**src/rtl/tpu_pkg.sv**
```systemverilog
// tpu_pkg: shared types and constants for the TPU control sequencer.
//   tpu_seq_state_t : sequencer FSM states
//   REG_*           : host address region codes (addr[ADDRW-1:8])
//   rd_sel_t        : host dataOut mux selections
//   region_t        : decoded region reported by tpu_addr_decode
package tpu_pkg;

   typedef enum logic [1:0] {IDLE, MATMUL, DONE} tpu_seq_state_t;

   localparam logic [7:0] REG_A   = 8'h01;
   localparam logic [7:0] REG_B   = 8'h02;
   localparam logic [7:0] REG_C   = 8'h03;
   localparam logic [7:0] REG_CMD = 8'h04;

   typedef enum logic [1:0] {
      RD_ZERO = 2'd0,
      RD_CLO  = 2'd1,
      RD_CHI  = 2'd2,
      RD_STAT = 2'd3
   } rd_sel_t;

   typedef enum logic [2:0] {
      RGN_NONE = 3'd0,
      RGN_A    = 3'd1,
      RGN_B    = 3'd2,
      RGN_C    = 3'd3,
      RGN_CMD  = 3'd4
   } region_t;

endpackage

```
**src/rtl/tpu_seq_if.sv**
```systemverilog
// tpu_seq_if: host access bus into the TPU sequencer.
//   req  : access strobe, one access per cycle
//   r_w  : 0 = read, 1 = write
//   addr : host byte address
// master = host side (drives), slave = sequencer side (receives).
interface tpu_seq_if #(
   parameter int unsigned ADDRW = 16
);

   logic             req;
   logic             r_w;
   logic [ADDRW-1:0] addr;

   modport master (output req, output r_w, output addr);
   modport slave  (input  req, input  r_w, input  addr);

endinterface

```
**src/rtl/tpu_addr_decode.sv**
```systemverilog
// tpu_addr_decode: purely combinational host address decode.
//   addr   : host byte address
//   region : region selected by addr[ADDRW-1:8]
//   row_a  : memA row, addr[$clog2(DIM)+2:3] (one 64-bit word per A row)
//   row_c  : C row,    addr[$clog2(DIM)+3:4] (two 64-bit words per C row)
//   half   : C half-row select, addr[3]
module tpu_addr_decode
   import tpu_pkg::*;
#(
   parameter int unsigned DIM   = 8,
   parameter int unsigned ADDRW = 16
) (
   input  logic [ADDRW-1:0]        addr,
   output region_t                 region,
   output logic [$clog2(DIM)-1:0]  row_a,
   output logic [$clog2(DIM)-1:0]  row_c,
   output logic                    half
);

   localparam int unsigned RW = $clog2(DIM);
   localparam int unsigned PW = ADDRW - 8;

   logic [PW-1:0] page;
   logic          unused_low;

   assign page  = addr[ADDRW-1:8];
   assign row_a = addr[RW+2:3];
   assign row_c = addr[RW+3:4];
   assign half  = addr[3];

   // Byte-lane bits and, for small DIM, high row bits carry no meaning.
   assign unused_low = ^addr[7:0];

   always_comb begin
      region = RGN_NONE;
      if (page == PW'(REG_A)) begin
         region = RGN_A;
      end else if (page == PW'(REG_B)) begin
         region = RGN_B;
      end else if (page == PW'(REG_C)) begin
         region = RGN_C;
      end else if (page == PW'(REG_CMD)) begin
         region = RGN_CMD;
      end
   end

endmodule

```
**src/rtl/tpu_seq.sv**
```systemverilog
// tpu_seq: TPU control sequencer.
// Decodes host accesses into memA / memB / systolic_array strobes and runs a
// fixed-length (3*DIM-2 cycle) multiply pass when the command address is written.
//   clk, rst_n       : clock, asynchronous active-low reset
//   host             : host access bus (req, r_w, addr)
//   en_a, en_b       : memA / memB enables
//   en_sys           : systolic_array enable
//   wr_a, wr_c       : memA / systolic_array write enables
//   Arow, Crow       : memA / systolic_array row selects
//   rd_sel           : dataOut mux (zero, C low, C high, status)
//   busy             : pass in progress (MATMUL or DONE)
//   done             : one-cycle pulse at end of pass
//   drop             : access ignored because busy
module tpu_seq
   import tpu_pkg::*;
#(
   parameter int unsigned BITS_AB = 8,
   parameter int unsigned BITS_C  = 16,
   parameter int unsigned DIM     = 8,
   parameter int unsigned ADDRW   = 16,
   parameter int unsigned DATAW   = 64
) (
   input  logic                   clk,
   input  logic                   rst_n,
   tpu_seq_if.slave               host,
   output logic                   en_a,
   output logic                   en_b,
   output logic                   en_sys,
   output logic                   wr_a,
   output logic                   wr_c,
   output logic [$clog2(DIM)-1:0] Arow,
   output logic [$clog2(DIM)-1:0] Crow,
   output logic [1:0]             rd_sel,
   output logic                   busy,
   output logic                   done,
   output logic                   drop
);

   localparam int unsigned RW   = $clog2(DIM);
   localparam int unsigned CNTW = $clog2(3 * DIM - 1);
   localparam logic [CNTW-1:0] LAST = CNTW'(3 * DIM - 3);

   // Data widths only matter to the datapath outside this block.
   localparam int unsigned unused_widths = BITS_AB + BITS_C + DATAW;

   tpu_seq_state_t  state_q;
   logic [CNTW-1:0] cnt_q;
   logic            busy_q;
   logic            done_q;
   logic            run_q;

   region_t         region;
   logic [RW-1:0]   row_a;
   logic [RW-1:0]   row_c;
   logic            half;
   logic            cmd_wr;

   tpu_addr_decode #(
      .DIM   (DIM),
      .ADDRW (ADDRW)
   ) u_decode (
      .addr   (host.addr),
      .region (region),
      .row_a  (row_a),
      .row_c  (row_c),
      .half   (half)
   );

   assign cmd_wr = host.req && host.r_w && (region == RGN_CMD);

   // FSM with registered status/enable flags.
   always_ff @(posedge clk or negedge rst_n) begin
      if (!rst_n) begin
         state_q <= IDLE;
         cnt_q   <= '0;
         busy_q  <= 1'b0;
         done_q  <= 1'b0;
         run_q   <= 1'b0;
      end else begin
         unique case (state_q)
            IDLE: begin
               if (cmd_wr) begin
                  state_q <= MATMUL;
                  cnt_q   <= '0;
                  busy_q  <= 1'b1;
                  run_q   <= 1'b1;
               end
            end
            MATMUL: begin
               if (cnt_q == LAST) begin
                  state_q <= DONE;
                  run_q   <= 1'b0;
                  done_q  <= 1'b1;
               end else begin
                  cnt_q <= cnt_q + CNTW'(1);
               end
            end
            DONE: begin
               state_q <= IDLE;
               busy_q  <= 1'b0;
               done_q  <= 1'b0;
            end
            default: begin
               state_q <= IDLE;
               cnt_q   <= '0;
               busy_q  <= 1'b0;
               done_q  <= 1'b0;
               run_q   <= 1'b0;
            end
         endcase
      end
   end

   assign busy = busy_q;
   assign done = done_q;

   // Idle strobes are combinational so a memory write lands on the access edge.
   // Gated by rst_n so every output is quiet while reset is held.
   always_comb begin
      en_a   = 1'b0;
      en_b   = 1'b0;
      en_sys = 1'b0;
      wr_a   = 1'b0;
      wr_c   = 1'b0;
      Arow   = '0;
      Crow   = '0;
      rd_sel = RD_ZERO;
      drop   = 1'b0;
      if (!rst_n) begin
         drop = 1'b0;
      end else if (busy_q) begin
         en_a   = run_q;
         en_b   = run_q;
         en_sys = run_q;
         drop   = host.req;
      end else if (host.req) begin
         unique case (region)
            RGN_A: begin
               if (host.r_w) begin
                  en_a = 1'b1;
                  wr_a = 1'b1;
                  Arow = row_a;
               end
            end
            RGN_B: begin
               en_b = host.r_w;
            end
            RGN_C: begin
               Crow = row_c;
               if (host.r_w) begin
                  wr_c = 1'b1;
               end else begin
                  rd_sel = half ? RD_CHI : RD_CLO;
               end
            end
            RGN_CMD: begin
               if (!host.r_w) begin
                  rd_sel = RD_STAT;
               end
            end
            default: begin
               rd_sel = RD_ZERO;
            end
         endcase
      end
   end

endmodule

```
**src/flat_wrapper.sv**
```systemverilog
// flat-port wrapper written by rule: the top's interface ports become plain ports
module tpu_seq_flat import tpu_pkg::*;
#(
   parameter int unsigned BITS_AB = 8,
   parameter int unsigned BITS_C  = 16,
   parameter int unsigned DIM     = 8,
   parameter int unsigned ADDRW   = 16,
   parameter int unsigned DATAW   = 64
)
  (clk, rst_n, en_a, en_b, en_sys, wr_a, wr_c, Arow, Crow, rd_sel, busy, done, drop, host_req, host_r_w, host_addr);
  tpu_seq_if #(.ADDRW(ADDRW)) host_i ();
  input  logic clk;
  input  logic rst_n;
  output logic en_a;
  output logic en_b;
  output logic en_sys;
  output logic wr_a;
  output logic wr_c;
  output logic [$clog2(DIM)-1:0] Arow;
  output logic [$clog2(DIM)-1:0] Crow;
  output logic [1:0] rd_sel;
  output logic busy;
  output logic done;
  output logic drop;
  input wire logic [$bits(host_i.req)-1:0] host_req;
  input wire logic [$bits(host_i.r_w)-1:0] host_r_w;
  input wire logic [$bits(host_i.addr)-1:0] host_addr;
  assign host_i.req = host_req;
  assign host_i.r_w = host_r_w;
  assign host_i.addr = host_addr;
  tpu_seq #(.BITS_AB(BITS_AB), .BITS_C(BITS_C), .DIM(DIM), .ADDRW(ADDRW), .DATAW(DATAW)) u_core (.clk(clk), .rst_n(rst_n), .host(host_i), .en_a(en_a), .en_b(en_b), .en_sys(en_sys), .wr_a(wr_a), .wr_c(wr_c), .Arow(Arow), .Crow(Crow), .rd_sel(rd_sel), .busy(busy), .done(done), .drop(drop));
endmodule
```
**config.mk**
```make
export PLATFORM = sky130hd
export DESIGN_NAME = tpu_seq_flat
export DESIGN_NICKNAME = d
export VERILOG_FILES = /design/src/rtl/tpu_pkg.sv /design/src/rtl/tpu_seq_if.sv /design/src/rtl/tpu_addr_decode.sv /design/src/rtl/tpu_seq.sv /design/src/flat_wrapper.sv
export SDC_FILE = /design/constraint.sdc
export NUM_CORES = 1
export LEC_CHECK = 0
export BUFFER_PORTS_ARGS = -buffer_cell sky130_fd_sc_hd__buf_4
export CORE_MARGIN = 3
export CORE_UTILIZATION = 42
export CTS_CLUSTER_SIZE = 16
export DETAILED_ROUTE_END_ITERATION = 10
export HOLD_SLACK_MARGIN = 0.12
export PLACE_DENSITY = 0.86
export SYNTH_ARGS = -nofsm -noshare
export SYNTH_HDL_FRONTEND = slang
export SYNTH_SLANG_ARGS = --single-unit
```
**constraint.sdc**
```tcl
create_clock -name clk -period 1.8 [get_ports clk]
set_input_delay 0.09 -clock clk [delete_from_list [all_inputs] [get_ports clk]]
set_output_delay 0.09 -clock clk [all_outputs]
set_load 0.01 [all_outputs]
```
Word-level counts from Yosys, hierarchy flattened
Index checks and enable logic that the tools add are counted.
- flip-flop bits (word level): 10
- input port bits: 20
- word-level logic and storage cells: 82
- $add $sub $neg: 1
- eq/ne operators: 14
- muxes and demuxes: 51
- bitwise gates (word level): 3
- reduce and logical (&&, ||, !) cells: 8
- operator list (kind ; number):
    2-to-1 mux 3 bit ; 13
    2-to-1 mux 1 bit ; 22
    equality test 8 x 2 -> 1 bit, second input constant ; 2
    2-to-1 mux 2 bit ; 8
    one-hot mux 5 bit (3 select lines) ; 1
    2-to-1 mux 5 bit ; 2
    equality test 8 x 1 -> 1 bit, second input constant ; 1
    equality test 8 x 3 -> 1 bit, second input constant ; 1
    one-hot mux 2 bit (2 select lines) ; 2
    equality test 3 x 2 -> 1 bit, second input constant ; 2
    AND reduction 2 bit ; 3
    AND reduction 3 bit ; 2
    adder 5 x 1 -> 5 bit, second input constant ; 1
    equality test 5 bit, second input constant ; 1
    != test 2 x 1 -> 1 bit, second input constant ; 2
    one-hot mux 1 bit (2 select lines) ; 2
    equality test 3 x 1 -> 1 bit, second input constant ; 1
    equality test 3 bit, second input constant ; 1
    NOT 1 bit ; 3
    one-hot mux 1 bit (3 select lines) ; 1
    equality test 2 x 1 -> 1 bit, second input constant ; 1
    equality test 2 bit, second input constant ; 1
    logical AND 1 bit ; 2
    logical NOT 2 bit ; 1
    != test 2 bit, second input constant ; 1

Longest topological paths before layout
Gate-level depths: netlist of run 1.
- depth after elaboration: 10
- depth in mapped cells: 6
- depth with buffers taken out: 6

By module
From an unflattened synthesis of run 1, not the netlist that was laid out.
- cell total of the unflattened synthesis: 90
- area total of the unflattened synthesis: 778.2 µm²
- by module, submodules not included (module ; times used ; cells an instance ; area an instance (µm²) ; seq. area each (µm²)):
    tpu_seq ; 1 ; 76 ; 678.2 ; 250.2
    tpu_addr_decode ; 1 ; 14 ; 100.1 ; 0.0

Worst setup path after synthesis of run 1
No wires, ideal clock.
- path kind: flip-flop to flip-flop
- from: register u_core.cnt_q[1]
- to: register u_core.cnt_q[3]
- arrival: 1.324 ns
- required time: 1.675 ns
- setup slack: 0.351 ns
- cell stages (with the launch flop): 7
- path buffers: 0
- cell sequence: dfrtp_1 > inv_1 > ha_1 > nand4b_1 > o21ai_0 > nand2_1 > mux2_2
- longest elaborated chain between the ends: 3
- elaborated cells between the ends (all ways): 6
- ends and longest elaborated chain (item ; RTL line ; source):
    start: declaration ; tpu_seq.sv:47 ; logic [CNTW-1:0] cnt_q;
    start signal: assignment ; tpu_seq.sv:95 ; cnt_q <= cnt_q + CNTW'(1);
    adder 5 x 1 -> 5 bit or equality test 5 bit (tied branches) ; tpu_seq.sv:95, tpu_seq.sv:90 ;
    2-to-1 mux 5 bit or != test 2 bit (tied branches) ; n/a ;
    one-hot mux 5 bit (3 select lines) or AND reduction 3 bit (tied branches) ; n/a ;
Parallel ways exist; a longest one is shown, timed or not. The select of a mux whose other input is x is not followed.
A chain may end at the register's enable or synchronous reset.

Worst setup path in the final report of run 1
- from: register u_core.busy_q, in the netlist u_core.busy
- to: output en_b
- longest elaborated chain between the ends: 2
- ends and longest elaborated chain (item ; RTL line ; source):
    start: declaration ; tpu_seq.sv:48 ; logic busy_q;
    start signal: assignment ; tpu_seq.sv:76 ; busy_q <= 1'b0;
    start signal: assignment ; tpu_seq.sv:85 ; busy_q <= 1'b1;
    start signal: assignment ; tpu_seq.sv:100 ; busy_q <= 1'b0;
    2-to-1 mux 1 bit ; tpu_seq.sv:131 ; end else if (busy_q) begin
    2-to-1 mux 1 bit ; tpu_seq.sv:129 ; if (!rst_n) begin
    end: declaration ; flat_wrapper.sv:15 ; output logic en_b;
Every way passes these cells.

==> results.txt, run 1 <==
* Final worst-path cycle share: 0.928
- met2 is the most crowded layer.
- The number of antenna diodes in the final layout is 0.
- Compared with the post-synthesis result, the final layout area differs by 45.4%.
- Standard cell area after detailed placement: 915 um^2
- Critical path class: reg2out
* Die height: 45.5 um
- Synthesized area per cell: 8.74 um^2
- After routing the design area is 953 um^2.
- Final critical-path required period: around 1.7 ns
- Critical path required time: 1.71 ns
* Worst slew slack as a fraction of its limit: 0.690
* Count of routing violations after the opening detailed-route iteration: 5
* Clk sinks: 10
- When the netlist entered floorplanning its net count stood at just under 100.
* Count of unresolved DRC violations after routing: 0
* Minimum setup slack in the final design: ~0.13 ns
- The via count of the first global-routing pass is 602.
- Max Freq: 0.599 GHz
* FF+latch count, synth: 10
- Hold is met by 0.256 ns.
- Most used flip-flop cell after synthesis: sky130_fd_sc_hd__dfrtp_1
- Summed negative setup slack over all endpoints: 0 ns
- After detailed routing, the average wire length per cell comes to 12.7 um.
- Measured on the finished design, the core utilization comes to 0.690.
- In the synthesized netlist the async set-or-reset flop fraction comes to 1.00.
- The initial utilization of the core area, before any placement, comes to 0.474.
- Post-route ant nets: 0
- Post-placement setup slack: 0.228 ns
- RSZ-0062 raised after global routing: no
- Count of endpoints failing hold in the final timing report: 0
* Part of the Yosys area used for sequential elements: 0.382
- Number of placed I/O pins: 36
- Clk buf depth: 2
* Count of placed standard cells in the final layout, fillers left out: 126
- Startpoint types: register
- Width of the die: 45.5 um
- Global-route met2 utilization: 0.298
* Number of cells produced by synthesis: 75
- The analysis attributes to cell leakage a power of 0.491 nW.
- Across all layers, the routed design uses 680 vias.
* Maximum number of pins on one net before global-route repair: 11
- Critical path endpoint category: primary output
* Cell at the root of the clock tree: sky130_fd_sc_hd__clkbuf_4
* Final Net Count: 135
- Number of optimization iterations in the first detailed-route pass: 4
- The first global-routing pass estimated ~2600 um of wire.
- Counting cells, the worst reg-to-reg path comes to 6.
- Clock latency on the worst-skew pair, taken at its later pin, is 0.26 ns.
- Routability-driven placement finished with a final weighted congestion of roughly 0.8.
- Using the TritonRoute via totals, the vias-per-cell ratio works out to 5.40.
* Global-route usage over all layers: 0.167
- Power density over cell area: 457 nW/um^2
- Count of buffers from port buffering: 31
- The Yosys step of the flow raised 0 warnings.
- Clock tree skew after final layout: ~0.0023 ns
- Syn Std Cell Area: roughly 660 um^2
- Final Max Tran Viols: 0
* Distinct cell type count after synthesis: 29
- Including well taps, the total number of placed cells is 122.
* Routed Wire Length: 1600 um
* Initial antenna violation count: 0
- TritonCTS built the clock tree.
* Die area: between 2000 and 2500 um^2
* Data arrival time of the critical path: 1.58 ns
- Global routing finished with a remaining overflow of 0.
* Core Area: 1380 um^2
- Met1 track utilization from global routing: 0.187
- Row generation in the floorplan step produced 13 rows.
* Met3 track utilization from global routing: 0.0395
- Number of setup violations in the final report: 0
- Max-Cap Viols: 0
* Number of H-tree branching levels: 1
- In the final layout, the share of cells above drive strength 1 is 0.387.
- Worst Path Max Fanout: 5
- HPWL reported at the end of detailed placement: 1280 um
* Slew of the pin with the lowest slew margin: 0.464 ns
- Clock edge transition at the registers on the reported setup and hold paths: 0.06 ns
* Number of clock buffers inserted by TritonCTS: 3
- The worst hold path belongs to the class in2reg.
- Number of cells on the worst hold path: 5
- After layout, the design draws a total of 0.436 mW.
- Number of enable-type register cells in the synthesized netlist: 0
- VDD sags by at most 0.449 mV.
* Status: complete, no violations
==> per-layer routing <==
metal	wire length, um	up-vias
met5	0	-
met4	21	0
met3	177	5
met2	771	29
met1	631	304
li1	-	342
==> cell usage after synthesis, drive strengths merged, types with 2 or more instances <==
cell type  number  share of area
nor3            4          0.031
o21ai           5          0.050
inv             6          0.034
nand2b          3          0.029
or3             2          0.027
nand4           2          0.029
nand2           6          0.034
nor2            7          0.040
and2            6          0.057
ha              2          0.038
nand3           5          0.038
nor3b           2          0.031
a21oi           4          0.031
dfrtp          10           0.38
==> path summary, 6_finish.rpt <==
| path | start | to | slack (ns) |
|---|---|---|---|
| min | host_addr[14] | u_core.state_q[0]$_DFFE_PN0P_ | 0.26 |
| min reg2reg | u_core.done$_DFFE_PN0P_ | u_core.done$_DFFE_PN0P_ | 0.49 |
| max | u_core.busy$_DFFE_PN0P_ | en_b | 0.13 |
| max reg2reg | u_core.cnt_q[1]$_DFFE_PN0P_ | u_core.cnt_q[3]$_DFFE_PN0P_ | 0.22 |
| min in group asynchronous | rst_n | u_core.cnt_q[2]$_DFFE_PN0P_ | 0.35 |
| max in group asynchronous | rst_n | u_core.state_q[0]$_DFFE_PN0P_ | 1.14 |
==> layout make-up <==
class | count | area, um^2
sequential | 10 | 250
fill | 116 | 429
tap | 15 | 18.8
clock buffer | 3 | 22.5
multi-input combinational | 59 | 389
inverter | 6 | 22.5
timing repair buffer | 33 | 250
==> layout by cell type, fill, tap and decap left out, drive strengths merged, types with 2 or more instances in the layout <==
cell type,count
nor3b,2
or3,2
inv,6
clkbuf,3
nand2b,3
o21ai,5
ha,2
nor3,4
nor2,7
and2,6
nand4,2
buf,32
dfrtp,10
a21oi,4
nand2,6
nand3,5
==> worst max-delay path: stages (launching register included) <==
cell                      delay, ns
sky130_fd_sc_hd__dfrtp_1       0.41
sky130_fd_sc_hd__inv_1         0.10
sky130_fd_sc_hd__nand4_2       0.16
sky130_fd_sc_hd__or3_4         0.40
sky130_fd_sc_hd__o21ai_2       0.14
sky130_fd_sc_hd__buf_4         0.12
==> registers in the layout (all words and copies together) (netlist names) <==
signal / cells
u_core.cnt_q: 5
u_core.state_q: 2
u_core.busy: 1
u_core.done: 1
u_core.run_q: 1
==> power breakdown <==
part	switching, mW	leakage, nW	total, mW	internal [mW]
logic	0.0284	0.353	0.0611	0.0327
clock network	0.0689	0.0138	0.146	0.0769
registers	0.00227	0.124	0.229	0.227
total	0.0995	0.491	0.436	0.337
==> kinds of logic after synthesis <==
family          count (synthesis)  synth area share
simple gates                   42             0.393
flops                          10             0.382
fa+ha+maj                       2            0.0382
buf+inv                         6            0.0343
mux                             1            0.0172
compound gates                 14             0.136
==> what timing repair did <==
| item | 4_1_cts | 5_1_grt |
|---|---|---|
| hold buffers | 1 | 0 |
| resized for setup | 0 | 1 |
| endpoints found under the hold margin | 10 | 0 |
| setup endpoints to repair | 0 | 3 |
| setup buffers | 0 | 0 |
Note: power is estimated with default switching activity, not from simulation.
==> run 2: changes to the inputs <==
--- a/config.mk
+++ b/config.mk
@@ -13,3 +13,5 @@
 export HOLD_SLACK_MARGIN = 0.12
+export MAX_ROUTING_LAYER = met4
 export PLACE_DENSITY = 0.86
+export SLEW_MARGIN = 0
 export SYNTH_ARGS = -nofsm -noshare
==> constraint.sdc (replaced) <==
create_clock -name clk -period 1.8 [get_ports clk]
set_input_delay 0.18 -clock clk [delete_from_list [all_inputs] [get_ports clk]]
set_output_delay 0.18 -clock clk [all_outputs]
set_load 0.01 [all_outputs]
==> results.txt, run 2 (synthesized netlist as in run 1, its figures left out) <==
* Width of the die: 45.5 um (unchanged)
- The worst setup path is captured at a primary output.
* Die height: 45.5 um (unchanged)
- Cell at the root of the clock tree: sky130_fd_sc_hd__clkbuf_4
- The first-pass GRT wire length was 2620 um (+2.2%).
* Part of the total power dissipated in sequential elements: 0.525 (about the same)
* Number of clock buffers inserted by TritonCTS: 3 (unchanged)
- Final critical-path required period: 1.69 ns (+0.0211 ns)
- The number of gates on the worst path with buffers counted was 5 (unchanged).
- The maximum frequency from static timing analysis was 0.591 GHz (-1.2%).
- Total congestion overflow: 0 (unchanged)
- Critical path required time: 1.62 ns (-0.09 ns)
- Cell type of the slowest stage on the worst timing path: sky130_fd_sc_hd__dfrtp_1
- Number of optimization iterations in the first detailed-route pass: 4 (unchanged)
- Sum of buffers and inverters on the critical path: 2 (unchanged)
* Insertion delay of the later-clocked pin in the worst-skew pair: 0.26 ns (about the same)
- The worst setup slack for register-to-register paths came to 0.21 ns (about the same).
- Worst setup path start: u_core.busy$_DFFE_PN0P_
- The largest registers in the layout are u_core.cnt_q x5, u_core.state_q x2.
* Internal power of the cells: 0.337 mW (about the same)
* RSZ-0062 raised after global routing: no
* Final antenna diode count: 0 (unchanged)
- The area growth from synthesis to layout is 46.8%.
* CP peak stage delay: 0.41 ns (about the same)
- The combinational power share came to 0.142 (+0.002).
* Cell breakdown of the critical path: inv_2, nand4_4, or3_4, o21ai_2, buf_4
- Clk sinks: 10 (unchanged)
- The detailed-route DRC error count was 0 (unchanged).
- The largest fanout of any net on the critical path came to 5 (unchanged).
- Post-route ant nets: 0 (unchanged)
- The via count of the first global-routing pass was 643 (+6.8%).
- Post-DR wirelength/cell: 12.9 um (+1.4%)
* Core Area: 1380 um^2 (unchanged)
- The tightest slew margin relative to the limit came to 0.680 (-0.0103).
- The maximum number of pins on one net before global-route repair was 11 (unchanged).
- Number of H-tree branching levels: 1 (unchanged)
- HPWL reported at the end of detailed placement: 1300 um (+1.8%)
- The net switching power figure was 0.101 mW (+1.2%).
* Number of placed I/O pins: 36 (unchanged)
- Count of endpoints failing hold in the final timing report: 0 (unchanged)
* Filler cells: 109 (-6.0%)
- Final weighted congestion in routability-driven placement: 0.774 (-4.8%)
- Register area: 250 um^2 (unchanged)
* Post-CTS setup buffer count: 0 (unchanged)
* Startpoint types: register
* Power density over cell area: 455 nW/um^2 (-0.59%)
- Summed area of non-filler cells in the final layout: 962 um^2 (+0.92%)
- Cell type group with the largest total delay on the critical path: simple AND/OR/NAND/NOR gates
- The net total in the final layout came to 135 (unchanged).
* Final Max Tran Viols: 0 (unchanged)
- Final worst-path cycle share: 0.939 (+0.0117)
- Capture point of the worst reg-to-reg path: u_core.cnt_q[3]$_DFFE_PN0P_
* Total number of placement rows: 13 (unchanged)
- Hold Path Class: in2reg
- Slew of the pin with the lowest slew margin: 0.479 ns (+0.0155 ns)
- Flip-flop count of the largest register after layout: 5 (unchanged)
- TritonCTS built the clock tree.
* Leading cell type in the layout, fill and taps excluded: sky130_fd_sc_hd__buf_4
- The final-layout setup total negative slack came to 0 ns (unchanged).
- The flow ran to the end, and the final reports show no timing, DRC or antenna violations.
- The clock-pin transition on the worst setup and hold timing paths was 0.06 ns (about the same).
- Starting Density: 0.474 (unchanged)
- Count of routing violations after the opening detailed-route iteration: 12 (+7)
- The worst register-to-register path begins at u_core.cnt_q[1]$_DFFE_PN0P_.
* R2r worst-path depth: 6 (unchanged)
* Worst-case vdd ir drop: 0.439 mV (-2.0%)
- Critical path endpoint: en_b
- The total number of vias came to 682 (+0.29%).
- Highest-count cells in the layout ignoring fill and taps: sky130_fd_sc_hd__buf_4, sky130_fd_sc_hd__dfrtp_1, sky130_fd_sc_hd__nor2_1
- Clock tree skew after final layout: 0.00375 ns (+0.00143 ns)
* Max-Cap Viols: 0 (unchanged)
* Part of the total power dissipated in the clock network: 0.333 (about the same)
- The area after detailed placement came to 915 um^2 (unchanged).
* Routed Wire Length: 1620 um (+1.4%)
- The area of the die is 2070 um^2 (unchanged).
- The fraction of final layout cells with drive strength greater than 1 is 0.396 (+0.00901).
- Origin of the worst min-delay path: host_addr[14]
- Global-route usage over all layers: 0.177 (+0.00928)
* Area of the multi-input gates: 398 um^2 (+2.3%)
* Register with the highest flop count: u_core.cnt_q
* Data arrival time of the critical path: 1.51 ns (-0.07 ns)
- Standby leakage power: 0.474 nW (-3.4%)
- Via density per instance: 5.41 (+0.29%)
- The number of antenna violations at the first check in global routing was 0 (unchanged).
* Count of buffers from port buffering: 31 (unchanged)
* Number of setup violations in the final report: 0 (unchanged)
- Share of total power consumed by net switching: 0.230 (+0.00190)
* Critical path class: reg2out
- The maximum clock path buffer count came to 2 (unchanged).
run 2: cell types whose count changed in the layout (fill, tap and decap cells not counted):
cell / delta
sky130_fd_sc_hd__o21ai_1: +1
sky130_fd_sc_hd__nand4_2: -1
sky130_fd_sc_hd__inv_1: -1
sky130_fd_sc_hd__inv_2: +1
sky130_fd_sc_hd__nand4_4: +1
sky130_fd_sc_hd__o21ai_0: -1
run 2: power by group through the flow:
stage / Sequential [mW] / Clock [mW] / Combinational, mW
after floorplan: 0.233 / 0 / 0.0173
final: 0.230 / 0.146 / 0.0622
after global routing: 0.230 / 0.161 / 0.0685
after global placement: 0.233 / 0 / 0.0567
after detailed placement: 0.234 / 0 / 0.0585
after CTS: 0.229 / 0.153 / 0.0615
run 2: cell type report:
class / instances / share of cell area
inverter: 6 / 0.0234
tap: 15 / 0.0195
sequential: 10 / 0.260
clock buffer: 3 / 0.0234
timing repair buffer: 33 / 0.260
multi-input combinational: 59 / 0.414
run 2: what timing repair did:
item / in CTS / in global routing
hold buffers: 1 / 0
pin swaps: 0 / 0
setup endpoints to repair: 3 / 10
resized for setup: 1 / 3
endpoints found under the hold margin: 10 / 0
run 2: worst min-delay path by stage:
stage / to / slack (ns) / depth (start not counted)
after floorplan: u_core.busy$_DFFE_PN0P_ / -0.12 / 0
after global placement: u_core.cnt_q[2]$_DFFE_PN0P_ / 0.02 / 1
after detailed placement: u_core.cnt_q[2]$_DFFE_PN0P_ / 0.03 / 1
after CTS: u_core.state_q[0]$_DFFE_PN0P_ / 0.35 / 5
after global routing: u_core.state_q[0]$_DFFE_PN0P_ / 0.41 / 5
final: u_core.state_q[0]$_DFFE_PN0P_ / 0.38 / 5
run 2: stage by stage:
step | hold slack, ns | total power, mW | utilization | std cells | setup WS [ns]
finish | 0.380 | 0.438 | 0.696 | 126 | 0.109
global placement | 0.0247 | 0.290 | 0.662 | 122 | 0.144
global route | 0.409 | 0.459 | 0.696 | 126 | 0.0209
CTS | 0.349 | 0.444 | 0.690 | 126 | 0.0437
floorplan | -0.116 | 0.251 | - | 75 | 0.351
detailed placement | 0.0278 | 0.292 | 0.662 | 122 | 0.0406
run 2: worst min-delay path, delay by kind of cell:
family / cells / cell delay (ns)
and+or+nand+nor: 3 / 0.21
buffers and inverters: 2 / 0.21
run 2: layer usage:
layer | GRT usage | up-vias | part of all wire | wire length [um]
met2 | 0.315 | 33 | 0.48 | 777
met1 | 0.188 | 303 | 0.38 | 611
met5 | - | - | 0 | 0
met4 | 0.0877 | 0 | 0.021 | 34
met3 | 0.0237 | 5 | 0.12 | 200
li1 | - | 341 | - | -
==> run 3: changes to the inputs <==
- CORE_UTILIZATION: 42 -> 45
- PLACE_DENSITY: 0.86 -> 0.87
- SLEW_MARGIN: 0 -> default
- SYNTH_HIERARCHICAL: default -> 1
==> results.txt, run 3 <==
- The flow ran to the end, and the final reports show no timing, DRC or antenna violations.
* Global-route wire length before repair: 3100 um (+18%)
- The static leakage was 0.508 nW (+7.2%).
- Count of endpoints failing hold in the final timing report: 0 (unchanged)
- Cells after DPL: 129 (+5.7%)
* Library cell with the highest instance count after synthesis: sky130_fd_sc_hd__dfrtp_1
- Count of routing violations after the opening detailed-route iteration: 20 (+8)
- STA classifies the critical path startpoint as an input pin.
* Cell breakdown of the critical path: buf_4, nor4b_2, and3_1, buf_4, buf_4, nor4_2, buf_4, or2_2, buf_4
- Summed area of non-filler cells in the final layout: 1060 um^2 (+10%)
* Distinct cell type count after synthesis: 33 (+14%)
- Final antenna diode count: 0 (unchanged)
- Highest-count cells in the layout ignoring fill and taps: sky130_fd_sc_hd__buf_4, sky130_fd_sc_hd__dfrtp_1, sky130_fd_sc_hd__inv_1
- The area of the die is 2260 um^2 (+9.3%).
- The area fraction in and, or, nand and nor cells after synthesis was 0.339 (-0.0539).
* Clk sinks: 10 (unchanged)
* Die height: 47.6 um (+4.6%)
- Worst reg2reg startpoint: u_core/cnt_q[1]$_DFFE_PN0P_
- Final Net Count: 143 (+5.9%)
- Routed Wire Length: 2140 um (+32%)
- Final Max Tran Viols: 0 (unchanged)
* Largest family of logic cells by synthesized area: simple AND/OR/NAND/NOR gates
- The fraction of final layout cells with drive strength greater than 1 is 0.403 (+0.00696).
- The proportion of netlist area held by the largest area contributor was 0.322 (-0.0601).
- Vias after detailed routing: 801 (+17%)
- The multiplexer share of the synthesized area came to 0.0129 (-0.00431).
- Cell mode on critical path: sky130_fd_sc_hd__buf_4
- Sum of buffers and inverters on the critical path: 5 (+3)
- The maximum clock path buffer count was 2 (unchanged).
* Number of placed I/O pins: 36 (unchanged)
* Largest registers in the final layout: u_core/cnt_q x5, u_core/state_q x2
- The initial core utilization was 0.499 (+0.0250).
- Number of global-route vias before repair: 724 (+13%)
- The number of nets in the synthesized netlist is 112 (+15%).
* Total congestion overflow: 0 (unchanged)
- The area after detailed placement was 981 um^2 (+7.3%).
* Most instantiated cells after synthesis: sky130_fd_sc_hd__dfrtp_1, sky130_fd_sc_hd__buf_4, sky130_fd_sc_hd__inv_1
- The global-route usage over all layers came to 0.209 (+0.0318).
- The setup path with the least slack is of type in2out.
- Critical path endpoint category: primary output
- The via density per instance came to 5.93 (+9.6%).
- The critical path arrival was 1.61 ns (+0.10 ns).
- The total standard cell area after synthesis came to 778 um^2 (+19%).
- The depth of the worst register-to-register path is 5 (-1).
- Fraction of registers with async set/reset: 1.00 (unchanged)
- The total of flip-flops plus latches after synthesis is 10 (unchanged).
- CP peak stage delay: 0.28 ns (-0.13 ns)
- The clock network fraction of design power is 0.227 (-0.106).
- The placer's final routability congestion estimate was 0.781 (+0.94%).
- The path class of the tightest hold or removal check is in2async.
* End-of-flow core utilization: 0.681 (-0.0145)
- The number of antenna violations at the first check in global routing is 0 (unchanged).
* Synthesized area per cell: 8.65 um^2 (-1.1%)
- Flop-to-flop setup slack: 0.30 ns (+0.09 ns)
- Count of unresolved DRC violations after routing: 0 (unchanged)
* Final critical-path required period: 1.79 ns (+0.0962 ns)
- The most used flip-flop cell after synthesis is sky130_fd_sc_hd__dfrtp_1.
- The maximum number of pins on one net before global-route repair is 11 (unchanged).
* Largest area contributor in the netlist: sky130_fd_sc_hd__dfrtp_1
* Post-placement setup slack: -0.145 ns (-0.186 ns)
- The peak supply drop was 0.489 mV (+11%).
* Slew of the pin with the lowest slew margin: 0.446 ns (-0.0334 ns)
* Share of total power consumed by net switching: 0.335 (+0.105)
* Worst Path Max Fanout: 4 (-1)
* Summed negative setup slack over all endpoints: 0 ns (unchanged)
- Switching component of the power: 0.225 mW (+120%)
- Core Area: 1560 um^2 (+13%)
- The cell sitting at the root of the clock tree is a sky130_fd_sc_hd__clkbuf_4.
* Clock tree skew after final layout: 0.0127 ns (+0.00899 ns)
* Post-route worst hold slack: 0.409 ns (+0.0293 ns)
- Internal power of the cells: 0.446 mW (+32%)
* Cell type of the slowest stage on the worst timing path: sky130_fd_sc_hd__or2_2
- Critical path required time: 1.62 ns (about the same)
* Fraction of the mapped netlist area in adder cells: 0.0322 (-0.00601)
* RSZ-0062 raised after global routing: yes
- Yosys warnings: 6 (+6)
- Number of cells produced by synthesis: 90 (+20%)
- The tightest slew margin relative to the limit is 0.702 (+0.0223).
- Parity-gate share of the synthesized area counting xor and xnor cells: 0.0225 (+0.0225)
- The number of violations of the max-capacitance limit was 0 (unchanged).
- Number of clock buffers inserted by TritonCTS: 3 (unchanged)
- Post-DR wirelength/cell: 15.9 um (+23%)
- Register with the highest flop count: u_core/cnt_q
- Part of the Yosys area used for sequential elements: 0.322 (-0.0601)
* Power density over cell area: 631 nW/um^2 (+39%)
* Width of the die: 47.6 um (+4.6%)
- The post-DP HPWL came to 1530 um (+17%).
* Part of the total power dissipated in sequential elements: 0.485 (-0.040)
- The area growth from synthesis to layout is 36.5%.
* Cell type group with the largest total delay on the critical path: simple AND/OR/NAND/NOR gates
* Synth Area in Compound Gates: 0.159 (+0.0237)
- The combinational power share was 0.289 (+0.147).
- The number of setup violations in the final report was 0 (unchanged).
- Number of H-tree branching levels: 1 (unchanged)
- Cell types occupying the most area after synthesis: sky130_fd_sc_hd__dfrtp_1, sky130_fd_sc_hd__buf_4, sky130_fd_sc_hd__and4b_1
- Post-layout power: 0.671 mW (+53%)
- Capture point of the worst reg-to-reg path: u_core/cnt_q[2]$_DFFE_PN0P_
* Minimum setup slack in the final design: 0.0131 ns (-0.0962 ns)
- Leading cell type in the layout, fill and taps excluded: sky130_fd_sc_hd__buf_4
- CTS tree: built
* Total number of placement rows: 14 (+1)
- The maximum frequency from static timing analysis is 0.560 GHz (-5.4%).
* Count of buffers from port buffering: 31 (unchanged)
- Number of enable-type register cells in the synthesized netlist: 0 (unchanged)
- The number of flip-flops under the largest register name is 5 (unchanged).
* Clock edge transition at the registers on the reported setup and hold paths: 0.07 ns (about the same)
- The period utilization is 0.993 (+0.0535).
- The count of antenna-violating nets left after detailed routing came to 0 (unchanged).
- Number of optimization iterations in the first detailed-route pass: 4 (unchanged)
- Count of placed standard cells in the final layout, fillers left out: 135 (+7.1%)
- Insertion delay of the later-clocked pin in the worst-skew pair: 0.27 ns (about the same)
-- run 3: worst max-delay path by stage --
stage / cells past startpoint / endpoint / from / slack [ns]
4_1_cts: 7 / rd_sel[1] / host_addr[12] / 0.009
3_3_place_gp: 6 / u_core/cnt_q[1]$_DFFE_PN0P_ / host_addr[12] / -0.07
2_1_floorplan: 6 / u_core/cnt_q[0]$_DFFE_PN0P_ / host_addr[12] / 0.08
6_report: 9 / en_a / host_addr[12] / 0.01
5_1_grt: 9 / en_a / host_addr[12] / -0.05
3_5_place_dp: 6 / u_core/cnt_q[1]$_DFFE_PN0P_ / host_addr[12] / -0.15
-- run 3: kinds of logic after synthesis --
logic type / count (synthesis)
AND/OR/NAND/NOR: 43
adder cells (fa/ha/maj): 2
AO/OA/AOI/OAI: 16
multiplexers: 1
XOR/XNOR: 2
flip-flops: 10
buffers and inverters: 16
-- run 3: power by group through the flow --
stage	Clock [mW]	Combinational (mW)	Sequential, mW
final	0.152	0.194	0.325
after global routing	0.174	0.217	0.333
after CTS	0.156	0.188	0.321
after detailed placement	0	0.183	0.325
after global placement	0	0.175	0.319
after floorplan	0	0.136	0.308
-- run 3: cell type report --
cell class,count,area [um^2]
inverter,6,22.5
tap,16,20.0
clock buffer,3,22.5
sequential,10,251
timing repair buffer,36,273
multi-input combinational,64,473
fill,122,497
-- run 3: what timing repair did --
item	CTS	global route
gates resized for setup	2	6
pin swaps	1	2
endpoints found under the setup margin	2	8
gates cloned	0	0
buffers inserted	0	2
hold endpoints to repair	10	0
hold buffers	1	0
-- run 3: layer usage --
layer | track usage | wire, um | up-vias
li1 | - | - | 380
met1 | 0.244 | 823 | 391
met2 | 0.313 | 1180 | 24
met3 | 0.0677 | 87 | 6
met4 | 0.118 | 46 | 0
met5 | - | 0 | -
